===== src/rtl/hex_target_pkg.sv =====
// Shared types, widths and helpers for the hex target generator.
package hex_target_pkg;

  localparam int unsigned TARGET_W = 8;
  localparam logic [TARGET_W-1:0] CNT_MAX = 8'hFF;

  typedef enum logic [1:0] {
    IDLE   = 2'd0,
    DRAW   = 2'd1,
    ACTIVE = 2'd2
  } state_e;

  // Forced value after too many rejects; skips 0x00 on wrap.
  function automatic logic [TARGET_W-1:0] fallback_next(input logic [TARGET_W-1:0] last);
    return (last == CNT_MAX) ? TARGET_W'(1) : last + TARGET_W'(1);
  endfunction

  function automatic logic [TARGET_W-1:0] sat_inc(input logic [TARGET_W-1:0] v);
    return (v == CNT_MAX) ? v : v + TARGET_W'(1);
  endfunction

endpackage


===== src/rtl/target_timer.sv =====
// Countdown for the live target window; expire_c is high on the last ACTIVE cycle.
module target_timer #(
  parameter int unsigned TIMEOUT_CYCLES = 1000
) (
  input  logic clk,
  input  logic rst,
  input  logic load_i,
  input  logic en_i,
  output logic expire_c
);

  localparam int unsigned CW = $clog2(TIMEOUT_CYCLES);
  localparam logic [CW-1:0] LOAD_VAL = CW'(TIMEOUT_CYCLES - 1);

  logic [CW-1:0] count_q, count_d;

  always_comb begin
    count_d = count_q;
    if (load_i) begin
      count_d = LOAD_VAL;
    end else if (en_i && (count_q != '0)) begin
      count_d = count_q - CW'(1);
    end
  end

  always_ff @(posedge clk or posedge rst) begin
    if (rst) begin
      count_q <= '0;
    end else begin
      count_q <= count_d;
    end
  end

  assign expire_c = en_i && (count_q == '0);

endmodule


===== src/rtl/hex_target_gen.sv =====
// Hex target generator: draws a non-zero target distinct from the last one,
// then scores hits, wrong guesses and timeouts with saturating counters.
module hex_target_gen
  import hex_target_pkg::*;
#(
  parameter int unsigned TIMEOUT_CYCLES = 1000,
  parameter int unsigned MAX_TRIES      = 4
) (
  input  logic                clk,
  input  logic                rst,
  input  logic [15:0]         rnd,
  input  logic                start,
  input  logic                stop,
  input  logic [TARGET_W-1:0] guess,
  input  logic                guess_valid,
  output logic [TARGET_W-1:0] target,
  output logic                target_valid,
  output logic                hit_pulse,
  output logic                wrong_pulse,
  output logic                miss_pulse,
  output logic [TARGET_W-1:0] hit_count,
  output logic [TARGET_W-1:0] miss_count
);

  localparam int unsigned TRY_W = (MAX_TRIES > 1) ? $clog2(MAX_TRIES) : 1;
  localparam logic [TRY_W-1:0] LAST_TRY = TRY_W'(MAX_TRIES - 1);

  state_e              state_q, state_d;
  // target_q doubles as last_target: it always holds the most recently accepted value.
  logic [TARGET_W-1:0] target_q, target_d;
  logic [TRY_W-1:0]    tries_q, tries_d;
  logic                tv_q, tv_d;
  logic                hit_q, hit_d, wrong_q, wrong_d, miss_q, miss_d;
  logic [TARGET_W-1:0] hc_q, hc_d, mc_q, mc_d;
  logic [TARGET_W-1:0] cand_c, accept_val_c;
  logic                accept_c, hit_c, expire_c;
  logic                unused_rnd_hi;

  assign cand_c        = rnd[TARGET_W-1:0];
  assign unused_rnd_hi = ^rnd[15:TARGET_W];

  target_timer #(
    .TIMEOUT_CYCLES(TIMEOUT_CYCLES)
  ) u_timer (
    .clk      (clk),
    .rst      (rst),
    .load_i   (accept_c),
    .en_i     (state_q == ACTIVE),
    .expire_c (expire_c)
  );

  always_comb begin
    state_d      = state_q;
    target_d     = target_q;
    tries_d      = tries_q;
    tv_d         = tv_q;
    hit_d        = 1'b0;
    wrong_d      = 1'b0;
    miss_d       = 1'b0;
    hc_d         = hc_q;
    mc_d         = mc_q;
    accept_c     = 1'b0;
    accept_val_c = cand_c;
    hit_c        = 1'b0;

    if (stop) begin
      state_d = IDLE;
      tv_d    = 1'b0;
      tries_d = '0;
    end else begin
      case (state_q)
        IDLE: begin
          if (start) begin
            hc_d    = '0;
            mc_d    = '0;
            tries_d = '0;
            state_d = DRAW;
          end
        end
        DRAW: begin
          if ((cand_c != '0) && (cand_c != target_q)) begin
            accept_c = 1'b1;
          end else if (tries_q == LAST_TRY) begin
            accept_c     = 1'b1;
            accept_val_c = fallback_next(target_q);
          end else begin
            tries_d = tries_q + TRY_W'(1);
          end
          if (accept_c) begin
            target_d = accept_val_c;
            tv_d     = 1'b1;
            tries_d  = '0;
            state_d  = ACTIVE;
          end
        end
        ACTIVE: begin
          hit_c   = guess_valid && (guess == target_q);
          wrong_d = guess_valid && !hit_c;
          // A hit on the expiry cycle is scored as a hit, never a miss.
          if (hit_c) begin
            hit_d   = 1'b1;
            hc_d    = sat_inc(hc_q);
            tv_d    = 1'b0;
            state_d = DRAW;
          end else if (expire_c) begin
            miss_d  = 1'b1;
            mc_d    = sat_inc(mc_q);
            tv_d    = 1'b0;
            state_d = DRAW;
          end
        end
        default: begin
          state_d = IDLE;
          tv_d    = 1'b0;
        end
      endcase
    end
  end

  always_ff @(posedge clk or posedge rst) begin
    if (rst) begin
      state_q  <= IDLE;
      target_q <= '0;
      tries_q  <= '0;
      tv_q     <= 1'b0;
      hit_q    <= 1'b0;
      wrong_q  <= 1'b0;
      miss_q   <= 1'b0;
      hc_q     <= '0;
      mc_q     <= '0;
    end else begin
      state_q  <= state_d;
      target_q <= target_d;
      tries_q  <= tries_d;
      tv_q     <= tv_d;
      hit_q    <= hit_d;
      wrong_q  <= wrong_d;
      miss_q   <= miss_d;
      hc_q     <= hc_d;
      mc_q     <= mc_d;
    end
  end

  assign target       = target_q;
  assign target_valid = tv_q;
  assign hit_pulse    = hit_q;
  assign wrong_pulse  = wrong_q;
  assign miss_pulse   = miss_q;
  assign hit_count    = hc_q;
  assign miss_count   = mc_q;

endmodule


===== config.mk =====
export PLATFORM = sky130hd
export DESIGN_NAME = hex_target_gen
export DESIGN_NICKNAME = d
export VERILOG_FILES = /design/src/rtl/hex_target_pkg.sv /design/src/rtl/target_timer.sv /design/src/rtl/hex_target_gen.sv
export SDC_FILE = /design/constraint.sdc
export NUM_CORES = 1
export LEC_CHECK = 0
export CAP_MARGIN = 10
export CORE_ASPECT_RATIO = 2
export CORE_MARGIN = 4
export CORE_UTILIZATION = 40
export CTS_CLUSTER_SIZE = 12
export DETAILED_ROUTE_END_ITERATION = 6
export PLACE_DENSITY = 0.69
export SLEW_MARGIN = 30
export SYNTH_ARGS = -nofsm -noshare
export SYNTH_HDL_FRONTEND = slang
export SYNTH_SLANG_ARGS = --single-unit
export TNS_END_PERCENT = 20

===== constraint.sdc =====
create_clock -name clk -period 2.4 [get_ports clk]
set_input_delay 0.48 -clock clk [delete_from_list [all_inputs] [get_ports clk]]
set_output_delay 0.48 -clock clk [all_outputs]
set_load 0.01 [all_outputs]

# == Yosys cells after proc, flatten, opt, wreduce, memory -nomap -nowiden ==
# Index checks and enable logic that the tools add are counted.
# word_totals
output_inout_bits,28
regBits,42
input_bits,29
# classes
addsub,5
n_mux,45
n_reduce_logical,19
bitwise_logic,1
n_eq_ne,20
# ops
operator,n
$mux W8,9
$pmux W8 S2,2
$add A8 B1 Y8 const B,3
$eq A8 B8 Y1 const B,3
$mux W10,2
$mux W2,10
$mux W1,19
$ne A2 B2 Y1 const B,7
$ne A4 B4 Y1 const B,3
$logic_not A10 Y1,1
$reduce_bool A10 Y1,1
$sub A10 B1 Y10 const B,1
$reduce_and A3 Y1,3
$eq A8 B8 Y1,1
$ne A8 B8 Y1,1
$reduce_bool A8 Y1,1
$ne A3 B3 Y1 const B,2
$pmux W2 S3,1
$reduce_and A6 Y1,1
$logic_and A1 B1 Y1,5
$reduce_and A5 Y1,1
$eq A2 B2 Y1 const B,2
$pmux W2 S2,1
$reduce_and A4 Y1,1
other kinds (8),9

# == Depth between registers and ports, before layout ==
# logic_depth
word_depth,8
depth_mapped,9

# == Hierarchy ==
# A second synthesis with hierarchy kept.
# hier_totals
cells_unflattened,286
hier_area_um2,2662.6
# by_module_without_submodules
mod,n_inst,cells_each,area_each_um2
hex_target_gen,1,227,2094.5
target_timer,1,59,568.0

# == Least setup slack after synthesis ==
# Ideal clock, no wire load.
# synth_path
path_type,register to register
from,register u_timer.count_q[0]
to,register mc_q[7] (netlist: miss_count[7])
n_path_buf,1
stages_incl_launch_ff,10
t_arrival_ns,2.305
required_time_ns,2.322
synth_period_minus_slack_ns,2.383
setup_slack_ns,0.017
cell_sequence,dfrtp_1 inv_1 ha_1 or4b_1 nor3_4 a41oi_1 and2_1 buf_6 or4_1 a21oi_1
# synth_between
elab_chain_len,4
# synth_rtl
item,line_no,source
from (decl),target_timer.sv:15,"logic [CW-1:0] count_q, count_d;"
from (signal assigned),target_timer.sv:30,count_q <= count_d;
$logic_not A10 Y1,target_timer.sv:34,assign expire_c = en_i && (count_q == '0);
$logic_and A1 B1 Y1,target_timer.sv:34,
$ne A2 B2 Y1 (no line),n/a,
$reduce_and A6 Y1 (no line),n/a,
to (signal assigned),hex_target_gen.sv:140,mc_q <= mc_d;
to (decl),hex_target_gen.sv:34,"logic [TARGET_W-1:0] hc_q, hc_d, mc_q, mc_d;"
# No other way between the ends.
# A chain may end at the register's enable or synchronous reset.

# == Final worst setup path ==
# layout_path
from,register u_timer.count_q[1]
to,register mc_q[7] (netlist: miss_count[7])
# Same word-level chain as after synthesis.

==> out/summary.md <==
The run finished with clean final reports. The TritonCTS buffer count came out at 5. The async set-or-reset flop fraction in the synthesized netlist works out to 100%. After clock tree synthesis, the clock-pin slew on the worst setup and hold paths is 0.06 ns.

The met1 capacity usage during global routing is 17.5%, and the number of H-tree levels is 2. The relative contribution of sequential cells to total power is 36.6%, and the period utilization is 99.3%. After detailed routing, the number of remaining DRC violations is 0. The critical path required time is 2.62 ns.

The per-instance average area after synthesis was 9.25 um2. The repair_antennas step left the layout with diodes totalling 0. The proportion of netlist area held by the largest area contributor is 42.6%, and the via total after detailed routing is 2364. The max-slew violation count was 0.

Setup repair after global routing could not meet its margin everywhere. The total overflow left after global routing is 0. The setup path with the least slack is of type flop to flop.

Via density per instance: 5.70. Counting flops and latches in the post-synthesis netlist gives 42. The finished layout holds 415 standard cells, fillers aside. The switching share of power came out at 31.0%. For this run, the register share of the synthesized area comes to 42.6%.

The worst setup path is captured at a flop. TritonCTS built the clock tree. The synthesized netlist occupies a cell area of 2470 um2.

Number of placed instances, taps included: 399. Global routing used 2.55% of the available met3 tracks. The worst ir drop on vdd is 602 uV, and the number of synthesized flops with an enable pin is 0. The run gives 0 ns as the setup total negative slack.

After detailed routing, the total wire length is 6730 um. The run gives 420 MHz as the peak clock frequency supported by timing. The first global-routing pass estimated 10400 um of wire.

Worst-skew pair later-pin latency: 0.29 ns. Cells with a size suffix above 1 make up 21.6% of the layout. The floorplan step defined a core boundary enclosing 6010 um2. The number of cells on the worst reg-to-reg path is 8.

The global routing's busiest layer is met2. By area the synthesized netlist is led by sky130_fd_sc_hd__dfrtp_1, sky130_fd_sc_hd__xnor2_1, sky130_fd_sc_hd__nand2_1. Minimum clock period: 2.38 ns. In the synthesized netlist the dominant register cell turns out to be sky130_fd_sc_hd__dfrtp_1. Summing all placed instances gives a cell area of 3200 um2.

For the leakage power, the log shows 1.42 nW. The die is 119 um tall. For this configuration, the core starts out at a cell density of 41.1%. The number of cells produced by synthesis is 267, and the number of fill cells is 521. The floorplan has 40 rows. The worst hold path depth came out at 1. The length of the first detailed-routing pass in iterations was 4; the per-cell routed wire length was 16.2 um. The initial antenna violation count was 0. The tools report the net count of the finished layout as 386.

The worst-path maximum fanout was 4. The actual slew at the worst max-slew pin is 0.683 ns, and the number of distinct library cells after synthesis is 53. For this run, the total global-route usage over all layers was measured as 17.5%. The tool flagged a number of max-cap violations equal to 0. Setup violations remaining at the end of the flow were counted as 0. The detailed router finished its first iteration with 163 violations. The via count of the first global-routing pass is 2355.

Input and output buffers added on the ports amount to 48. The kind of start point of the critical path is a flop. The final hold violation count came out at 0.

The final standard cell area without fillers was 3500 um2; the switching power summed over all nets was 0.727 mW. The library cells used most frequently in the layout, excluding fill and tap cells, are sky130_fd_sc_hd__clkdlybuf4s50_1, sky130_fd_sc_hd__dfrtp_1, sky130_fd_sc_hd__buf_4. From left edge to right edge, the die measures 63.6 um. The number of nets handed over by synthesis was 302. The leading cell type in the layout, fill and taps excluded is sky130_fd_sc_hd__clkdlybuf4s50_1.

Post-synthesis cell type with the largest combined area: sky130_fd_sc_hd__dfrtp_1. In the global route stage, met2 resource usage came out at 33.6%. The logs give 0.888 for the routability-driven placement congestion ratio and 0.00541 ns for the worst-case clock skew. The path type of the worst min-delay path was flop to flop. The sequential standard cell area was 1050 um2.

The tools report the clock network fraction of total power as 29.0%. The clock drives 42 sinks. The clock passes through at most 2 buffers. Clock root buffer master: sky130_fd_sc_hd__clkbuf_16. The floorplan step defined a die boundary enclosing 7570 um2. The count of nets left with antenna violations once routing finished came out at 0. The area growth from synthesis to layout works out to 41.9%. The number of warnings printed during yosys synthesis was 0; the worst path arrival time was 2.61 ns.

The worst max-slew margin expressed relative to the limit is 54.0%, and the total power divided by cell area is 670 nW/um2. Summed over all nets, the half-perimeter wirelength after detailed placement is 4950 um. Pin placement for this block handled 57 I/O pins. Summing all multi-input logic gate instances after layout gives 1430 um2. Per report_power, the combinational group accounts for 34.5% of the total. The pin count of the biggest net entering global routing came out at 43.

The internal power of the cells totals 1.62 mW.
-- synth_stat cells (2+ instances only) --
library cell	instances
sky130_fd_sc_hd__a21boi_0	2
sky130_fd_sc_hd__a21oi_1	10
sky130_fd_sc_hd__a22oi_1	2
sky130_fd_sc_hd__a31oi_1	2
sky130_fd_sc_hd__a32o_1	2
sky130_fd_sc_hd__a41oi_1	2
sky130_fd_sc_hd__and2_1	4
sky130_fd_sc_hd__and4_1	2
sky130_fd_sc_hd__buf_4	2
sky130_fd_sc_hd__clkbuf_1	6
sky130_fd_sc_hd__dfrtp_1	42
sky130_fd_sc_hd__ha_1	6
sky130_fd_sc_hd__inv_1	7
sky130_fd_sc_hd__nand2_1	33
sky130_fd_sc_hd__nand2b_1	3
sky130_fd_sc_hd__nand3_1	8
sky130_fd_sc_hd__nand3b_1	2
sky130_fd_sc_hd__nand4_1	8
sky130_fd_sc_hd__nor2_1	21
sky130_fd_sc_hd__nor2b_1	2
sky130_fd_sc_hd__nor3_1	4
sky130_fd_sc_hd__nor3b_1	2
sky130_fd_sc_hd__nor4_1	4
sky130_fd_sc_hd__o21a_1	2
sky130_fd_sc_hd__o21ai_0	20
sky130_fd_sc_hd__o22a_1	4
sky130_fd_sc_hd__o31ai_1	7
sky130_fd_sc_hd__o32ai_1	2
sky130_fd_sc_hd__or3_1	6
sky130_fd_sc_hd__or4_1	4
sky130_fd_sc_hd__xnor2_1	19
sky130_fd_sc_hd__xor2_1	6
-- power groups by stage --
stage               clock, mW  combinational [mW]  sequential (mW)
floorplan                   0               0.358            0.898
global placement            0               0.730            0.867
detailed placement          0               0.741            0.867
CTS                     0.694               0.746            0.856
global route            0.720               0.883            0.865
finish                  0.679               0.809            0.858
-- path summary, 6_finish.rpt --
kind,start,slack (ns),endpoint
max in group asynchronous,rst,1.40,hit_count[1]
min in group asynchronous,rst,0.62,miss_pulse
max reg2reg,u_timer.count_q[1],0.02,miss_count[7]
min reg2reg,tries_q[1],0.50,tries_q[1]
max,u_timer.count_q[1],0.02,miss_count[7]
min,tries_q[1],0.50,tries_q[1]
-- cells by family after synthesis --
| group | after synthesis | synth area share, % |
|---|---|---|
| buffers and inverters | 17 | 3.45 |
| AOI/OAI and AO/OA | 61 | 16.2 |
| adders and majority gates | 6 | 3.04 |
| xor gates and xnor gates | 25 | 8.87 |
| DFF | 42 | 42.6 |
| and+or+nand+nor | 116 | 25.9 |
-- critical path: stages, from the launching register on --
cell,delay (ns)
sky130_fd_sc_hd__dfrtp_1,0.39
sky130_fd_sc_hd__inv_2,0.10
sky130_fd_sc_hd__ha_4,0.13
sky130_fd_sc_hd__or4b_4,0.47
sky130_fd_sc_hd__nor3_4,0.27
sky130_fd_sc_hd__o2111ai_2,0.18
sky130_fd_sc_hd__and2_4,0.20
sky130_fd_sc_hd__or4_4,0.47
sky130_fd_sc_hd__a21oi_2,0.12
-- layout make-up --
class	instances	share of cell area (%)
clock buffers	7	4.07
clock inverters	1	0.143
inverters	7	0.750
multi-input cells	209	40.8
flip-flops and latches	42	30.0
well taps	63	2.25
repair buffers	86	22.0
-- state kept, by name (all words and copies together) (netlist names) --
name             cells
miss_pulse           1
wrong_pulse          1
tries_q              2
miss_count           8
hit_pulse            1
state_q              2
target_valid         1
hit_count            8
u_timer.count_q     10
target               8
-- repair_timing --
item,4_1_cts,5_1_grt
setup buffers,0,7
hold endpoints to repair,0,0
hold buffers,0,0
setup endpoints to repair,3,4
gates cloned,0,1
pin swaps,0,16
gates resized for setup,1,22
-- metal layers --
layer / routed length [um] / vias to the layer above
met5: 0 / -
met4: 194 / 0
met3: 260 / 20
met2: 3830 / 84
met1: 2440 / 1118
li1: - / 1142
-- stage by stage --
stage / setup WS, ns / util [%] / total power, mW / hold WS [ns]
after global placement: -0.280 / 53.3 / 1.60 / 0.483
after detailed placement: -0.337 / 53.3 / 1.61 / 0.494
after global routing: -0.0658 / 58.3 / 2.47 / 0.542
after floorplan: 0.0173 / - / 1.26 / 0.463
final: 0.0167 / 58.3 / 2.35 / 0.502
after CTS: 0.0112 / 55.8 / 2.30 / 0.507
No activity file was read; power rests on OpenSTA's default activity.
